**src/rtl/two_bit_comparator.sv**
```systemverilog
// Registered unsigned magnitude/equality comparator, one-cycle valid-qualified latency.
// Define STICKY_OR_EN to add the sticky/sticky_clr match accumulator.
module two_bit_comparator #(
    parameter int WIDTH = 2
) (
    input  logic             clk,
    input  logic             rst,
    input  logic             in_valid,
    input  logic [WIDTH-1:0] a,
    input  logic [WIDTH-1:0] b,
`ifdef STICKY_OR_EN
    input  logic             sticky_clr,
    output logic             sticky,
`endif
    output logic             out_valid,
    output logic             y,
    output logic             eq,
    output logic             gt,
    output logic             lt
);

    logic vld_q, vld_d;
    logic eq_q, eq_d;
    logic gt_q, gt_d;
    logic lt_q, lt_d;

    // Results hold while in_valid is low so downstream ORs of y never glitch.
    always_comb begin
        vld_d = in_valid;
        eq_d  = eq_q;
        gt_d  = gt_q;
        lt_d  = lt_q;
        if (in_valid) begin
            eq_d = (a == b);
            gt_d = (a > b);
            lt_d = (a < b);
        end
    end

    always_ff @(posedge clk) begin
        if (!rst) begin
            vld_q <= 1'b0;
            eq_q  <= 1'b0;
            gt_q  <= 1'b0;
            lt_q  <= 1'b0;
        end else begin
            vld_q <= vld_d;
            eq_q  <= eq_d;
            gt_q  <= gt_d;
            lt_q  <= lt_d;
        end
    end

    assign out_valid = vld_q;
    assign y         = eq_q;
    assign eq        = eq_q;
    assign gt        = gt_q;
    assign lt        = lt_q;

`ifdef STICKY_OR_EN
    logic sticky_q, sticky_d;

    // Clear wins over a match arriving in the same cycle.
    always_comb begin
        sticky_d = sticky_q | (in_valid & (a == b));
        if (sticky_clr) sticky_d = 1'b0;
    end

    always_ff @(posedge clk) begin
        if (!rst) sticky_q <= 1'b0;
        else      sticky_q <= sticky_d;
    end

    assign sticky = sticky_q;
`endif

    property p_operands_known;
        @(posedge clk) disable iff (!rst) in_valid |-> !$isunknown({a, b});
    endproperty
    a_operands_known: assert property (p_operands_known);

endmodule

```
**config.mk**
```make
export PLATFORM = sky130hd
export DESIGN_NAME = two_bit_comparator
export DESIGN_NICKNAME = d
export VERILOG_FILES = /design/src/rtl/two_bit_comparator.sv
export SDC_FILE = /design/constraint.sdc
export NUM_CORES = 1
export LEC_CHECK = 0
export ABC_AREA = 0
export ABC_CLOCK_PERIOD_IN_PS = 940
export BUFFER_PORTS_ARGS = -buffer_cell sky130_fd_sc_hd__buf_2
export CAP_MARGIN = 20
export CORE_AREA = 2 2 39 41
export CTS_CLUSTER_SIZE = 28
export DETAILED_ROUTE_END_ITERATION = 8
export DIE_AREA = 0 0 41 43
export PLACE_DENSITY_LB_ADDON = 0.1
export SYNTH_ARGS = -nofsm -noshare
export SYNTH_HDL_FRONTEND = slang
export SYNTH_SLANG_ARGS = --single-unit
export TNS_END_PERCENT = 100
```
**constraint.sdc**
```tcl
create_clock -name clk -period 0.94 [get_ports clk]
set_input_delay 0 -clock clk [delete_from_list [all_inputs] [get_ports clk]]
set_output_delay 0 -clock clk [all_outputs]
set_load 0.01 [all_outputs]
```
==> results_dict.tcl, run 1 <==
set metrics [dict create \
    status "finished, final reports clean" \
    clkSinkCount 4 \
    startpoint_type "flip-flop" \
    power.total_uw 473 \
    rr_endpoint "lt" \
    io_buffers 11 \
    synth.distinct_cells 14 \
    fin_tns_setup_ns 0 \
    nNetsFinal 45 \
    cts_root_buffer "clkbuf_4" \
    clkTransAtPathRegs_ns 0.04 \
    drcViolationCount 0 \
    crit_arrival_ns 0.85 \
    wl_um 413 \
    initial_core_util_pct 13.9 \
    clockBufferDepth 2 \
    grt_max_degree 6 \
    startpoint "lt" \
    dr.pass1.iters 4 \
    post_cts_buffers 0 \
    drive_above_1_share_pct 47.1 \
    ctsHoldBuffers 0 \
    drtIter0Drc 2 \
    syn_avg_cell_area_um2 9.18 \
    dp.cells 47 \
    drv_cap 0 \
    hold_path_class "in -> reg" \
    fin_crit_sh_pct 77.5 \
    fin_cells 50 \
    reg2regPathDepth 2 \
    r2r-start "lt" \
    grt_usage_pct 6.32 \
    grt_overflow_total 0 \
    grt_pass1_vias 163 \
    critPathCaptureType "flip-flop" \
    clock_latency_ns 0.23 \
    rows 14 \
    viasPerCell 3.58 \
    syn_area_um2 193 \
    critical_path_required_ns 1.06 \
    antenna_cells 0 \
    cts_resized 0 \
    dieArea_um2 1760 \
    fillers 148 \
    synth_area_leader_cell "dfxtp_1" \
    hold_viol 0 \
    skew_ns 0 \
    maxSlewViolCount 0 \
    worstSetupPathType "reg -> reg" \
    vias 179 \
    syn_nets 30 \
    grt_pass1_wl_um 634 \
    relSlewSlack_pct 86.6 \
    tritoncts "yes" \
    syn_inst 21 \
    area_growth_pct 46.8 \
    cp_max_fo 2 \
    fmax_mhz 1370 \
    endpoint "lt" \
    die_x_um 41 \
    period_needed_ns 0.729 \
    p_per_area_nw_per_um2 1670 \
    worstMarginPinSlew_ns 0.201 \
    ys_warn_count 0 \
    gp_congestion 0.743 \
    drt.antenna.violating_nets 0 \
    ys_seq_area_share_pct 41.6 \
    antenna_found_initial 0 \
    io_pins 12 \
    synth_top_area_share_pct 41.6 \
    finalSetupViolations 0 \
    dieHeight_um 43 \
    r2r_setup_slack_ns 0.21 \
    ir_drop_mv 0.342 \
    synth-seq-cells 4 \
    wl_per_cell_um 8.26 \
    p_leak_uw 0.000152 \
    synth_top_cells_by_area "dfxtp_1 42%, ha_1 13%, inv_1 5.8%" \
    rsz0062_at_grt "no" \
    core_um2 1380 \
    htree_levels 1 \
    cts_buffers 3 \
]
## cells in the mapped netlist (all sizes together)
cell type and instances:
dfxtp 4, inv 3, nand2 3, ha 2, a21boi 1, a21oi 1, a22o 1, and2 1
and2b 1, buf 1, nand2b 1, nand3 1, o22ai 1
## state kept, by name (all words and copies together), names as in the netlist
name and flops:
eq 1, gt 1, lt 1, out_valid 1
## cells by family (layout without fill, tap and decap cells)
logic type	Yosys count	after routing	synth area share, %
AOI/OAI and AO/OA	4	4	14.3
and+or+nand+nor	7	7	21.4
adders and majority gates	2	2	13.0
buffers and inverters	4	17	9.74
DFF	4	4	41.6
## critical path, stage by stage, from the launching register on
cell and delay, ns:
dfxtp_1 0.30, and2b_1 0.15, a22o_1 0.17
## layout make-up
class	count	area (um^2)	area share (%)
Clock buffer	3	22.5	7.96
Tap cell	16	20.0	7.08
Sequential cell	4	80.1	28.3
Multi-Input combinational cell	13	93.8	33.2
Inverter	3	11.3	3.98
Timing Repair Buffer	11	55.1	19.5
## layer usage
layer  part of all wire (%)  vias up  GRT usage, %  wire length, um
met3                     11        2          2.09               47
met4                    4.6        0          12.0               19
met5                      0        -             0                0
met1                     38       74          6.73              157
li1                       -       94             -                -
met2                     46        9          6.25              188
## report_power, final
part	total, uW	internal (uW)	switching (uW)	leakage [uW]
Combinational	74.9	37.8	37.0	0.000105
Clock	212	143	69.3	0.0000138
Sequential	186	182	4.46	0.0000330
Total	473	363	111	0.000152
## how the worst min path moves through the flow
stage,start,to,depth (start not counted)
2_1_floorplan,in_valid,gt,1
4_1_cts,in_valid,gt,2
3_5_place_dp,in_valid,gt,2
3_3_place_gp,in_valid,gt,2
6_report,in_valid,gt,2
5_1_grt,in_valid,gt,2
## per-stage QoR
step | worst slack [ns] | hold slack, ns | util [%] | instance area (um^2)
CTS | 0.201 | 0.00496 | 20.4 | 283
global route | 0.176 | 0.0227 | 20.4 | 283
global placement | 0.0909 | 0.262 | 18.8 | 260
finish | 0.211 | 0.00776 | 20.4 | 283
detailed placement | 0.0939 | 0.258 | 18.8 | 260
floorplan | 0.197 | 0.0943 | - | 193
## cell usage in the layout (no fill, tap or decap)
master	instances
clkbuf_4	3
and2_4	1
nand2_1	2
nand2_2	1
buf_2	11
ha_1	2
and2b_1	1
a21boi_0	1
inv_1	3
a22o_1	1
nand3_1	1
dfxtp_1	4
o22ai_1	1
a21oi_1	1
nand2b_1	1
No activity file was read; power rests on OpenSTA's default activity.
==> run 2, diff against run 1 <==
- ABC_CLOCK_PERIOD_IN_PS: 940 -> 800
- clock period: 0.94 -> 0.8 ns (I/O delays scaled with it)
==> run 2 against run 1 <==
Effect of this change:
- clock power grew 18%
- non-clock buffer count grew 1
- final cell count grew 2.0%
- register-to-register slack lost 0.13 ns
- via count grew 3.9%
- routed wire length grew 4.1%
- global-route usage shrank 0.31 points
- die area is the same
- fmax grew 1.8%
- worst setup slack lost 0.13 ns
- largest power group unchanged
==> results_dict.tcl, run 2 (synthesized netlist as in run 1, its figures left out) <==
set metrics [dict create \
    hold_path_class "in -> reg" \
    grt_pass1_wl_um 593 \
    drcViolationCount 0 \
    holdWs_ns 0.0118 \
    worstSetupPathType "reg -> reg" \
    hold_viol 0 \
    period_needed_ns 0.715 \
    drt.antenna.violating_nets 0 \
    dieHeight_um 43 \
    relSlewSlack_pct 87.4 \
    path_cells "and2b_1 -> a22o_1" \
    antenna_found_initial 0 \
    grt_overflow_total 0 \
    final_common_cell "buf_2" \
    htree_levels 1 \
    place_ws_ns -0.0429 \
    drtIter0Drc 2 \
    final_cell_mix "11 x buf_2, 4 x dfxtp_1, 3 x inv_1, 3 x clkbuf_4" \
    fillers 163 \
    layout_setup_ws_ns 0.0846 \
    cpLargestDelayFamily "flip-flops" \
    io_pins 12 \
    worst-path-buf-inv 0 \
    tritoncts "yes" \
    clock_latency_ns 0.23 \
    wl_um 430 \
    post_cts_buffers 0 \
    viasPerCell 3.65 \
    clkSinkCount 4 \
    critPathCaptureType "flip-flop" \
    dp_hpwl_um 345 \
    grt_usage_pct 6.01 \
    nNetsFinal 46 \
    io_buffers 11 \
    fmax_mhz 1400 \
    finalSetupViolations 0 \
    cts_buffers 3 \
    crit_arrival_ns 0.84 \
    grt_pass1_vias 166 \
    critical_path_required_ns 0.92 \
    worstMarginPinSlew_ns 0.190 \
    core_um2 1380 \
    startpoint_type "flip-flop" \
    cts_root_buffer "clkbuf_4" \
    status "finished, final reports clean" \
    clockBufferDepth 2 \
    p_per_area_nw_per_um2 1950 \
    vias 186 \
    drive_above_1_share_pct 48.6 \
    antenna_cells 0 \
    cp_max_fo 2 \
    ctsHoldBuffers 0 \
    skew_ns 0 \
    power.total_uw 565 \
    clkTransAtPathRegs_ns 0.04 \
    rsz0062_at_grt "no" \
    gp_congestion 0.739 \
    die_x_um 41 \
    critPathMaxStageDelay_ns 0.29 \
    area_growth_pct 50.6 \
    maxSlewViolCount 0 \
    dr.pass1.iters 4 \
    initial_core_util_pct 13.9 \
    ir_drop_mv 0.428 \
    p_leak_uw 0.000156 \
    fin_crit_sh_pct 89.4 \
    fin_tns_setup_ns 0 \
    grt_max_degree 6 \
    slowest_stage "dfxtp_1" \
    fin_util_pct 21.0 \
    rows 14 \
    wl_per_cell_um 8.43 \
    dieArea_um2 1760 \
    cts_resized 0 \
    drv_cap 0 \
]
-- run 2: path summary, 6_finish.rpt --
check / start / endpoint / slack [ns] / depth (start not counted)
max: lt / lt / 0.08 / 2
min: in_valid / gt / 0.01 / 2
max reg2reg: lt / lt / 0.08 / 2
min reg2reg: eq / eq / 0.48 / 2
-- run 2: worst reg2reg max path, delay by kind of cell, from the launching register on --
kind | cells | cell delay, ns
flops | 1 | 0.29
compound gates | 1 | 0.17
simple gates | 1 | 0.15
-- run 2: layer usage --
metal / track usage, % / vias up / wire length (um)
met2: 6.25 / 9 / 192
li1: - / 97 / -
met1: 6.07 / 78 / 172
met5: 0 / - / 0
met4: 12.0 / 0 / 19
met3: 1.57 / 2 / 44
-- run 2: through the flow --
stage                     area [um^2]  std cells
after floorplan                   193         21
after global placement            268         48
after detailed placement          268         48
after CTS                         290         51
after global routing              290         51
final                             290         51
-- run 2: final cells by class --
cell class | count | area [um^2] | area share [%]
clock buffers | 3 | 22.5 | 7.76
flip-flops and latches | 4 | 80.1 | 27.6
well taps | 16 | 20.0 | 6.90
repair buffers | 12 | 62.6 | 21.6
multi-input cells | 13 | 93.8 | 32.3
inverters | 3 | 11.3 | 3.88
-- run 2: report_power, final --
part / switching (uW) / internal, uW / leakage (uW)
logic: 45.2 / 50.5 / 0.000110
clock network: 82.1 / 168 / 0.0000138
registers: 5.39 / 214 / 0.0000330
total: 133 / 432 / 0.000156
